### config.mk
export PLATFORM = sky130hd
export DESIGN_NAME = fx3_result_collector_flat
export DESIGN_NICKNAME = d
export VERILOG_FILES = /design/src/rtl/fx3_result_collector_if.sv /design/src/rtl/fx3_result_collector.sv /design/src/flat_wrapper.sv
export SDC_FILE = /design/constraint.sdc
export NUM_CORES = 1
export LEC_CHECK = 0
export CAP_MARGIN = 20
export CORE_MARGIN = 2
export CORE_UTILIZATION = 60
export CTS_BUF_LIST = sky130_fd_sc_hd__clkbuf_8
export CTS_CLUSTER_DIAMETER = 100
export DETAILED_ROUTE_END_ITERATION = 8
export GPL_ROUTABILITY_DRIVEN = 1
export HOLD_SLACK_MARGIN = 0.15
export PLACE_DENSITY = 0.79
export SLEW_MARGIN = 30
export SYNTH_ARGS = -nofsm -noshare
export SYNTH_HDL_FRONTEND = slang
export SYNTH_SLANG_ARGS = --single-unit
### constraint.sdc
create_clock -name clk -period 5.13 [get_ports clk]
set_input_delay 1.026 -clock clk [delete_from_list [all_inputs] [get_ports clk]]
set_output_delay 1.026 -clock clk [all_outputs]
set_load 0.05 [all_outputs]
### src/rtl/fx3_result_collector_if.sv
// Upstream word handshake and host-side stream grouped in one bundle.
// master = the collector, slave = sequencer/host environment around it.
interface fx3_result_collector_if #(
    parameter int DATA_W = 23
);
    logic              intr;
    logic [DATA_W-1:0] data_in;
    logic              ack;
    logic              stop;
    logic [3:0]        specreg;
    logic [DATA_W:0]   host_data;
    logic              host_valid;
    logic              host_ready;

    // Host stream: a word moves on every rising clk edge where host_valid and
    // host_ready are both 1; while host_valid=1 and host_ready=0 the word is held.
    modport master (
        input  intr, data_in, stop, specreg, host_ready,
        output ack, host_data, host_valid
    );

    modport slave (
        output intr, data_in, stop, specreg, host_ready,
        input  ack, host_data, host_valid
    );
endinterface

### src/rtl/fx3_result_collector.sv
// Captures sequencer words into a FIFO, streams them to the FX3 host and
// appends a tagged pass/fail summary word once the sequence stops.
module fx3_result_collector #(
    parameter int DATA_W  = 23,
    parameter int FIFO_AW = 4
) (
    input  logic                 clk,
    input  logic                 arst,
    input  logic                 clr,
    fx3_result_collector_if.master bus,
    output logic [15:0]          word_cnt,
    output logic                 stalled,
    output logic                 done,
    output logic [1:0]           state_dbg
);
    localparam int HW    = DATA_W + 1;
    localparam int DEPTH = 2 ** FIFO_AW;
    localparam logic [FIFO_AW+1:0] DEPTH_V = (FIFO_AW + 2)'(DEPTH);

    typedef enum logic [1:0] {
        C_IDLE = 2'd0,
        C_ACK  = 2'd1,
        C_WAIT = 2'd2,
        C_END  = 2'd3
    } cap_state_t;

    cap_state_t state_q, state_d;

    logic [HW-1:0]      mem [DEPTH];
    logic [FIFO_AW-1:0] wptr, rptr;
    logic [FIFO_AW:0]   fcount;
    logic [HW-1:0]      out_data;
    logic               out_valid;
    logic               ack_q;

    logic               push, pop, data_cap, stall_c, host_fire, full, room;
    logic [HW-1:0]      push_data;
    logic [FIFO_AW+1:0] occupancy;

    // The output register counts towards capacity, so the whole path holds DEPTH words.
    assign occupancy = {1'b0, fcount} + {{(FIFO_AW + 1){1'b0}}, out_valid};
    assign full      = (occupancy >= DEPTH_V);
    assign host_fire = out_valid & bus.host_ready;
    // A word leaving to the host frees a slot in the same cycle.
    assign room      = ~full | host_fire;
    assign pop       = (fcount != '0) & (~out_valid | bus.host_ready);

    always_comb begin
        state_d   = state_q;
        push      = 1'b0;
        push_data = '0;
        data_cap  = 1'b0;
        stall_c   = 1'b0;
        case (state_q)
            C_IDLE: begin
                if (bus.intr) begin
                    if (room) begin
                        push      = 1'b1;
                        push_data = {1'b0, bus.data_in};
                        data_cap  = 1'b1;
                        state_d   = C_ACK;
                    end else begin
                        stall_c = 1'b1;
                    end
                end else if (bus.stop && room) begin
                    push      = 1'b1;
                    push_data = {1'b1, {(DATA_W - 4){1'b0}}, bus.specreg};
                    state_d   = C_END;
                end
            end
            C_ACK:   state_d = C_WAIT;
            C_WAIT:  if (!bus.intr) state_d = C_IDLE;
            C_END:   state_d = C_END;
            default: state_d = C_IDLE;
        endcase
    end

    always_ff @(posedge clk or negedge arst) begin
        if (!arst) begin
            state_q   <= C_IDLE;
            ack_q     <= 1'b0;
            word_cnt  <= '0;
            wptr      <= '0;
            rptr      <= '0;
            fcount    <= '0;
            out_data  <= '0;
            out_valid <= 1'b0;
            done      <= 1'b0;
        end else if (clr) begin
            state_q   <= C_IDLE;
            ack_q     <= 1'b0;
            word_cnt  <= '0;
            wptr      <= '0;
            rptr      <= '0;
            fcount    <= '0;
            out_data  <= '0;
            out_valid <= 1'b0;
            done      <= 1'b0;
        end else begin
            state_q <= state_d;
            ack_q   <= data_cap;
            if (data_cap && (word_cnt != 16'hFFFF)) begin
                word_cnt <= word_cnt + 16'd1;
            end
            if (push) begin
                wptr <= wptr + 1'b1;
            end
            if (pop) begin
                rptr      <= rptr + 1'b1;
                out_data  <= mem[rptr];
                out_valid <= 1'b1;
            end else if (host_fire) begin
                out_valid <= 1'b0;
            end
            case ({push, pop})
                2'b10:   fcount <= fcount + 1'b1;
                2'b01:   fcount <= fcount - 1'b1;
                default: fcount <= fcount;
            endcase
            if (host_fire && out_data[HW-1]) begin
                done <= 1'b1;
            end
        end
    end

    // Storage needs no reset: pointers and count define what is valid.
    always_ff @(posedge clk) begin
        if (push) begin
            mem[wptr] <= push_data;
        end
    end

    assign bus.ack        = ack_q;
    assign bus.host_data  = out_data;
    assign bus.host_valid = out_valid;
    assign stalled        = stall_c & ~clr;
    assign state_dbg      = state_q;
endmodule

### src/flat_wrapper.sv
// flat-port wrapper written by rule: the top's interface ports become plain ports
module fx3_result_collector_flat 
#(
    parameter int DATA_W  = 23,
    parameter int FIFO_AW = 4
)
  (clk, arst, clr, word_cnt, stalled, done, state_dbg, bus_intr, bus_data_in, bus_stop, bus_specreg, bus_host_ready, bus_ack, bus_host_data, bus_host_valid);
  fx3_result_collector_if #(.DATA_W(DATA_W)) bus_i ();
  input  logic clk;
  input  logic arst;
  input  logic clr;
  output logic [15:0] word_cnt;
  output logic stalled;
  output logic done;
  output logic [1:0] state_dbg;
  input wire logic [$bits(bus_i.intr)-1:0] bus_intr;
  input wire logic [$bits(bus_i.data_in)-1:0] bus_data_in;
  input wire logic [$bits(bus_i.stop)-1:0] bus_stop;
  input wire logic [$bits(bus_i.specreg)-1:0] bus_specreg;
  input wire logic [$bits(bus_i.host_ready)-1:0] bus_host_ready;
  output wire logic [$bits(bus_i.ack)-1:0] bus_ack;
  output wire logic [$bits(bus_i.host_data)-1:0] bus_host_data;
  output wire logic [$bits(bus_i.host_valid)-1:0] bus_host_valid;
  assign bus_i.intr = bus_intr;
  assign bus_i.data_in = bus_data_in;
  assign bus_i.stop = bus_stop;
  assign bus_i.specreg = bus_specreg;
  assign bus_i.host_ready = bus_host_ready;
  assign bus_ack = bus_i.ack;
  assign bus_host_data = bus_i.host_data;
  assign bus_host_valid = bus_i.host_valid;
  fx3_result_collector #(.DATA_W(DATA_W), .FIFO_AW(FIFO_AW)) u_core (.clk(clk), .arst(arst), .clr(clr), .bus(bus_i), .word_cnt(word_cnt), .stalled(stalled), .done(done), .state_dbg(state_dbg));
endmodule
Word-level counts from Yosys, hierarchy flattened
Memory sizes are Yosys's and may differ from the RTL's.
Index checks and enable logic that the tools add are counted.
W data, S select, Z words.
{"block": "op_classes", "n_addsub": 6, "bitwise_logic": 8, "n_eq_ne": 9, "div_mod_pow": 0, "mul": 0, "n_mux": 37, "shifts": 0, "magnitude_cmp": 1, "n_reduce_logical": 12}
{"op": "$mux W24", "count": 5}
{"op": "$mux W16", "count": 2}
{"op": "$mux W23", "count": 1}
{"op": "$mux W1", "count": 17}
{"op": "$add A16 B1 Y16 const B", "count": 1}
{"op": "$mux W4", "count": 4}
{"op": "$ne A16 B16 Y1 const B", "count": 1}
{"op": "$mux W2", "count": 5}
{"op": "$pmux W5 S2", "count": 1}
{"op": "$add A4 B1 Y4 const B", "count": 2}
{"op": "$ne A4 B3 Y1 const B", "count": 2}
{"op": "$pmux W2 S4", "count": 1}
{"op": "$reduce_bool A2 Y1", "count": 4}
{"op": "$add A5 B1 Y6", "count": 1}
{"op": "$eq A2 B2 Y1 const B", "count": 3}
{"op": "$ge A6 B5 Y1 const B", "count": 1}
{"op": "$reduce_bool A3 Y1", "count": 2}
{"op": "$add A5 B1 Y5 const B", "count": 1}
{"op": "$mux W5", "count": 1}
{"op": "$reduce_bool A5 Y1", "count": 1}
{"op": "$sub A5 B1 Y5 const B", "count": 1}
{"op": "$eq A2 B1 Y1 const B", "count": 2}
{"op": "$and A1 B1 Y1", "count": 3}
{"op": "$logic_and A1 B1 Y1", "count": 3}
{"op": "5 further kinds", "count": 8}
{"block": "totals", "reg_bits": 58, "wordCells": 83, "mem_count": 1, "latch_bits": 0, "rom_bits": 0, "ramBits": 384}
{"name": "u_core.mem", "words": 16, "word_bits": 24, "rd": 1, "rd_clocked_by_memory_dff": 0, "write_ports": 1, "line": "fx3_result_collector.sv:29", "rtl": "logic [HW-1:0] mem [DEPTH];"}

Logic depth before layout (Yosys ltp)
{"block": "depth", "word_depth": 11, "mapped_depth": 12}

Worst setup path after synthesis
No wires, ideal clock.
{"block": "synth_path", "path_kind": "in2reg", "start": "input port bus_intr", "end": "memory u_core.mem[4][0] in the netlist's numbering, enable pin", "slack_ns": 1.063, "setup_ns": 0.435, "path_buffers": 2, "cell_stages": 6, "t_arrival_ns": 3.632, "cell_sequence": "clkbuf_2 o21ai_0 a211oi_2 buf_2 nand2_1 nor3_1"}
{"block": "synth_between", "elab_chain_cells": 4}
{"element": "start, declared", "line": "flat_wrapper.sv:16", "rtl": "input wire logic [$bits(bus_i.intr)-1:0] bus_intr;"}
{"element": "$mux W1", "line": "fx3_result_collector.sv:56", "rtl": "if (bus.intr) begin"}
{"element": "$mux W1", "line": "fx3_result_collector.sv:54", "rtl": "case (state_q)"}
{"element": "$mux W1", "line": "fx3_result_collector.sv:128", "rtl": "if (push) begin"}
{"element": "$mux W1 (not written as such)", "line": "fx3_result_collector.sv:129", "rtl": "mem[wptr] <= push_data;"}
{"element": "end, declared", "line": "fx3_result_collector.sv:29"}
No other way between the ends.

Worst setup path after layout
{"block": "layout_path", "start": "input port bus_host_ready", "end": "output port stalled"}
{"block": "layout_between", "elab_chain_cells": 6}
{"element": "start, declared", "line": "flat_wrapper.sv:20", "rtl": "input wire logic [$bits(bus_i.host_ready)-1:0] bus_host_ready;"}
{"element": "$and A1 B1 Y1", "line": "fx3_result_collector.sv:43", "rtl": "assign host_fire = out_valid & bus.host_ready;"}
{"element": "$or A1 B1 Y1", "line": "fx3_result_collector.sv:45", "rtl": "assign room = ~full | host_fire;"}
{"element": "$mux W1", "line": "fx3_result_collector.sv:57", "rtl": "if (room) begin"}
{"element": "$mux W1", "line": "fx3_result_collector.sv:56"}
{"element": "$mux W1", "line": "fx3_result_collector.sv:54"}
{"element": "$and A1 B1 Y1", "line": "fx3_result_collector.sv:136", "rtl": "assign stalled = stall_c & ~clr;"}
{"element": "end, declared", "line": "flat_wrapper.sv:13", "rtl": "output logic stalled;"}
No other way between the ends.

==> impl_metrics.toml <==
[sta]
slew-limit-headroom_pct = 34.9
achievable-frequency_ghz = 0.244
min_period_ns = 4.10
rsz0062_at_grt = "false"
slew_viol_final = 0
worst_pin_slew_ns = 0.969
setup_tns_ns = 0
post-route-worst-setup-slack_ns = 1.03
final_hold_viol_count = 0
final_min_period_over_clock_period_pct = 79.9
hold_slack_ns = 0.413
fin_skew_ns = 0.0224
setup_viol = 0

[global_route]
number_of_global_route_vias_before_repair = 9348
antenna_found_initial = 0
track_usage_pct = 24.7
largest_net_degree_at_the_start_of_global_routing = 65
grt_pass1_wl_um = 55900
overflow = 0

[floorplan]
row_count = 62
fp.coreArea_mm2 = 0.0289
die-height_um = 176
die_area_mm2 = 0.0308
initial_standard_cell_utilization_of_the_core_pct = 61.2
io_count = 79
die_w_um = 176

[yosys]
mappedNetlistNets = 943
post-synth-top-count-cell = "edfxtp_1"
ys_top_cells_by_area = "edfxtp_1, mux4_2, dfrtp_1"
ys_types = 48
syn-cell-area_mm2 = 0.0177
synthCells = 899
synth_enable_flop_cells = 384
postSynthAreaPerCell_um2 = 19.7
synth_commonest_cells = "edfxtp_1, mux4_2, dfrtp_1, mux2i_1, nor2_1"
yosysTopAreaCell = "edfxtp_1"
async_reset_ff_share_pct = 13.1
post-synth-top-area-fraction_pct = 65.3
synth_warnings = 0
ys_ff_latch = 442
synth.yosys.seq_area_share_pct = 73.5
synthFlopType = "edfxtp_1"

[cts]
clkTransAtPathRegs_ns = 0.06
cts_tree = "yes"
htree_levels = 3
ctsResizeCount = 0
postCtsHoldBufs = 0
clock_latency_on_the_worst_skew_pair_ns = 0.58
cts_root_buf = "clkbuf_8"
postCtsSetupBuffers = 0
ctsLongestPathBuffers = 3
cts_sinks = 442
numCtsBuffers = 69

[place]
dpl.hpwl_um = 20000
place_worst_setup_slack_ns = 1.04
port_buffers = 78
routabilityCongestion = 0.757

[route]
vias_per_cell = 6.20
drcViolationCount = 0
drtPass1Iterations = 5
m1WireLength_um = 15000
initialDrtViolationCount = 860
wl_met3_um = 2740
uppermost_signal_routing_layer_after_detailed_routing = "met4"
detailroute.wirelength.met2_um = 18500
routed-via-count = 9081
postRouteWirelength_um = 36900
route.antenna.remaining_nets = 0
route.detailed.wl_per_inst_um = 25.2

[setup_path]
timing.rr.end = "u_core.mem[8][13]"
startpoint_type = "input pin"
worstPathCellList = "clkdlybuf4s50_1 > and4b_4 > a21oi_1 > nor3_1 > clkdlybuf4s50_1"
path_delay_family = "buffers and inverters"
critical_path_arrival_ns = 3.07
standard_cell_with_the_maximum_stage_delay_on_the_critical_path = "clkdlybuf4s50_1"
reg2regPathDepth = 8
critical-path-max-stage-delay_ns = 0.84
worst_setup_path_startpoint = "bus_host_ready"
setup.worst_path.end = "stalled"
cp.required_ns = 4.10
critPathCaptureType = "output pin"
regToRegStartpoint = "u_core.state_dbg[0]"
regToRegSetupSlack_ns = 2.20
cpMostUsedCell = "clkdlybuf4s50_1"
worst_path_max_fanout = 7
critical_path_class = "in -> out"
worstPathBufferInverterCount = 2
path_depth = 5

[power_and_ir_drop]
total_leakage_power_nw = 6.68
finalPower_mw = 9.42
vdd_ir_drop_max_uv = 275
power.density_mw_per_mm2 = 465

[cells_and_area]
layout-area-overhead-vs-synth_pct = 14.7
final_layout_size_suffix_gt1_share_pct = 22.0
finalCoreUtilization_pct = 70.2
final_net_count = 1073
n_antenna_cell = 0

[min_path]
hp-class = "in -> async"

[flow_run]
max_cap_violations = 0

[outcome]
run_status = "finished clean"
[state kept, by name (all words and copies together), names as in the netlist]
register / count
u_core.word_cnt: 16
u_core.bus.ack: 1
u_core.done: 1
u_core.bus.host_valid: 1
u_core.bus.host_data: 24
u_core.state_dbg: 2
u_core.fcount: 5
u_core.mem: 384
u_core.rptr: 4
u_core.wptr: 4
[cell usage in the layout, fill, tap and decap left out, types with 5 or more instances in the layout]
cell and n:
mux4_2 96, ha_1 11, dfrtp_1 55, buf_4 26, inv_1 31, xor2_1 6
nand4_1 6, nand3_1 7, nor3_1 9, o221ai_1 25, nor2_1 33, nand3b_1 26
nor2_2 5, clkbuf_8 74, clkdlybuf4s50_1 76, and2_1 30, mux2i_1 52, xnor2_1 17
clkinv_2 7, nand2_1 12, a21oi_1 5, a22oi_1 5, clkinv_1 15, edfxtp_1 384
[per-layer routing]
metal	GRT usage, %	vias to the layer above
met2	40.3	403
met5	0	-
met3	5.04	61
met1	34.6	4699
li1	-	3918
met4	7.27	0
[worst min path at each step]
| stage | from | end | slack [ns] |
|---|---|---|---|
| after floorplan | u_core.fcount[4] | u_core.fcount[4] | 0.53 |
| after global placement | u_core.done | u_core.done | 0.49 |
| after detailed placement | u_core.done | u_core.done | 0.49 |
| after CTS | arst | u_core.word_cnt[12] | 0.40 |
| after global routing | arst | u_core.word_cnt[9] | 0.42 |
| final | arst | u_core.word_cnt[12] | 0.41 |
[cells by family after synthesis]
family	count (synthesis)	synth area share, %
flip-flops	442	73.5
AND/OR/NAND/NOR	166	5.66
multiplexers	149	15.2
buffers and inverters	58	1.43
AO/OA/AOI/OAI	50	2.28
XOR/XNOR	23	1.14
adder cells (fa/ha/maj)	11	0.779
[final cells by class]
class,count,area [um^2]
Fill cell,1780,8590
Clock buffer,74,1020
Sequential cell,442,13000
Timing Repair Buffer,108,1050
Inverter,9,33.8
Clock inverter,48,208
Tap cell,384,480
Multi-Input combinational cell,399,4490
[worst register-to-register path: stages, from the launching register on]
cell and delay, ns:
dfrtp_1 0.43, inv_1 0.14, ha_1 0.25, o21ai_0 0.19, a211oi_2 0.18, buf_4 0.24
nand3b_1 0.33, nor2_4 0.45, buf_4 0.39
[stage by stage]
stage / instance area, um^2 / std cells
floorplan: 17700 / 899
global placement: 19000 / 1342
detailed placement: 19000 / 1342
CTS: 20300 / 1464
global route: 20300 / 1464
finish: 20300 / 1464
[where the power goes]
group	leakage (nW)	internal (mW)	switching, mW	total (mW)
clock network	0.707	1.33	1.30	2.63
logic	1.65	0.814	1.36	2.18
registers	4.32	4.43	0.173	4.61
total	6.68	6.58	2.84	9.42
(Power assumes the default switching activity.)
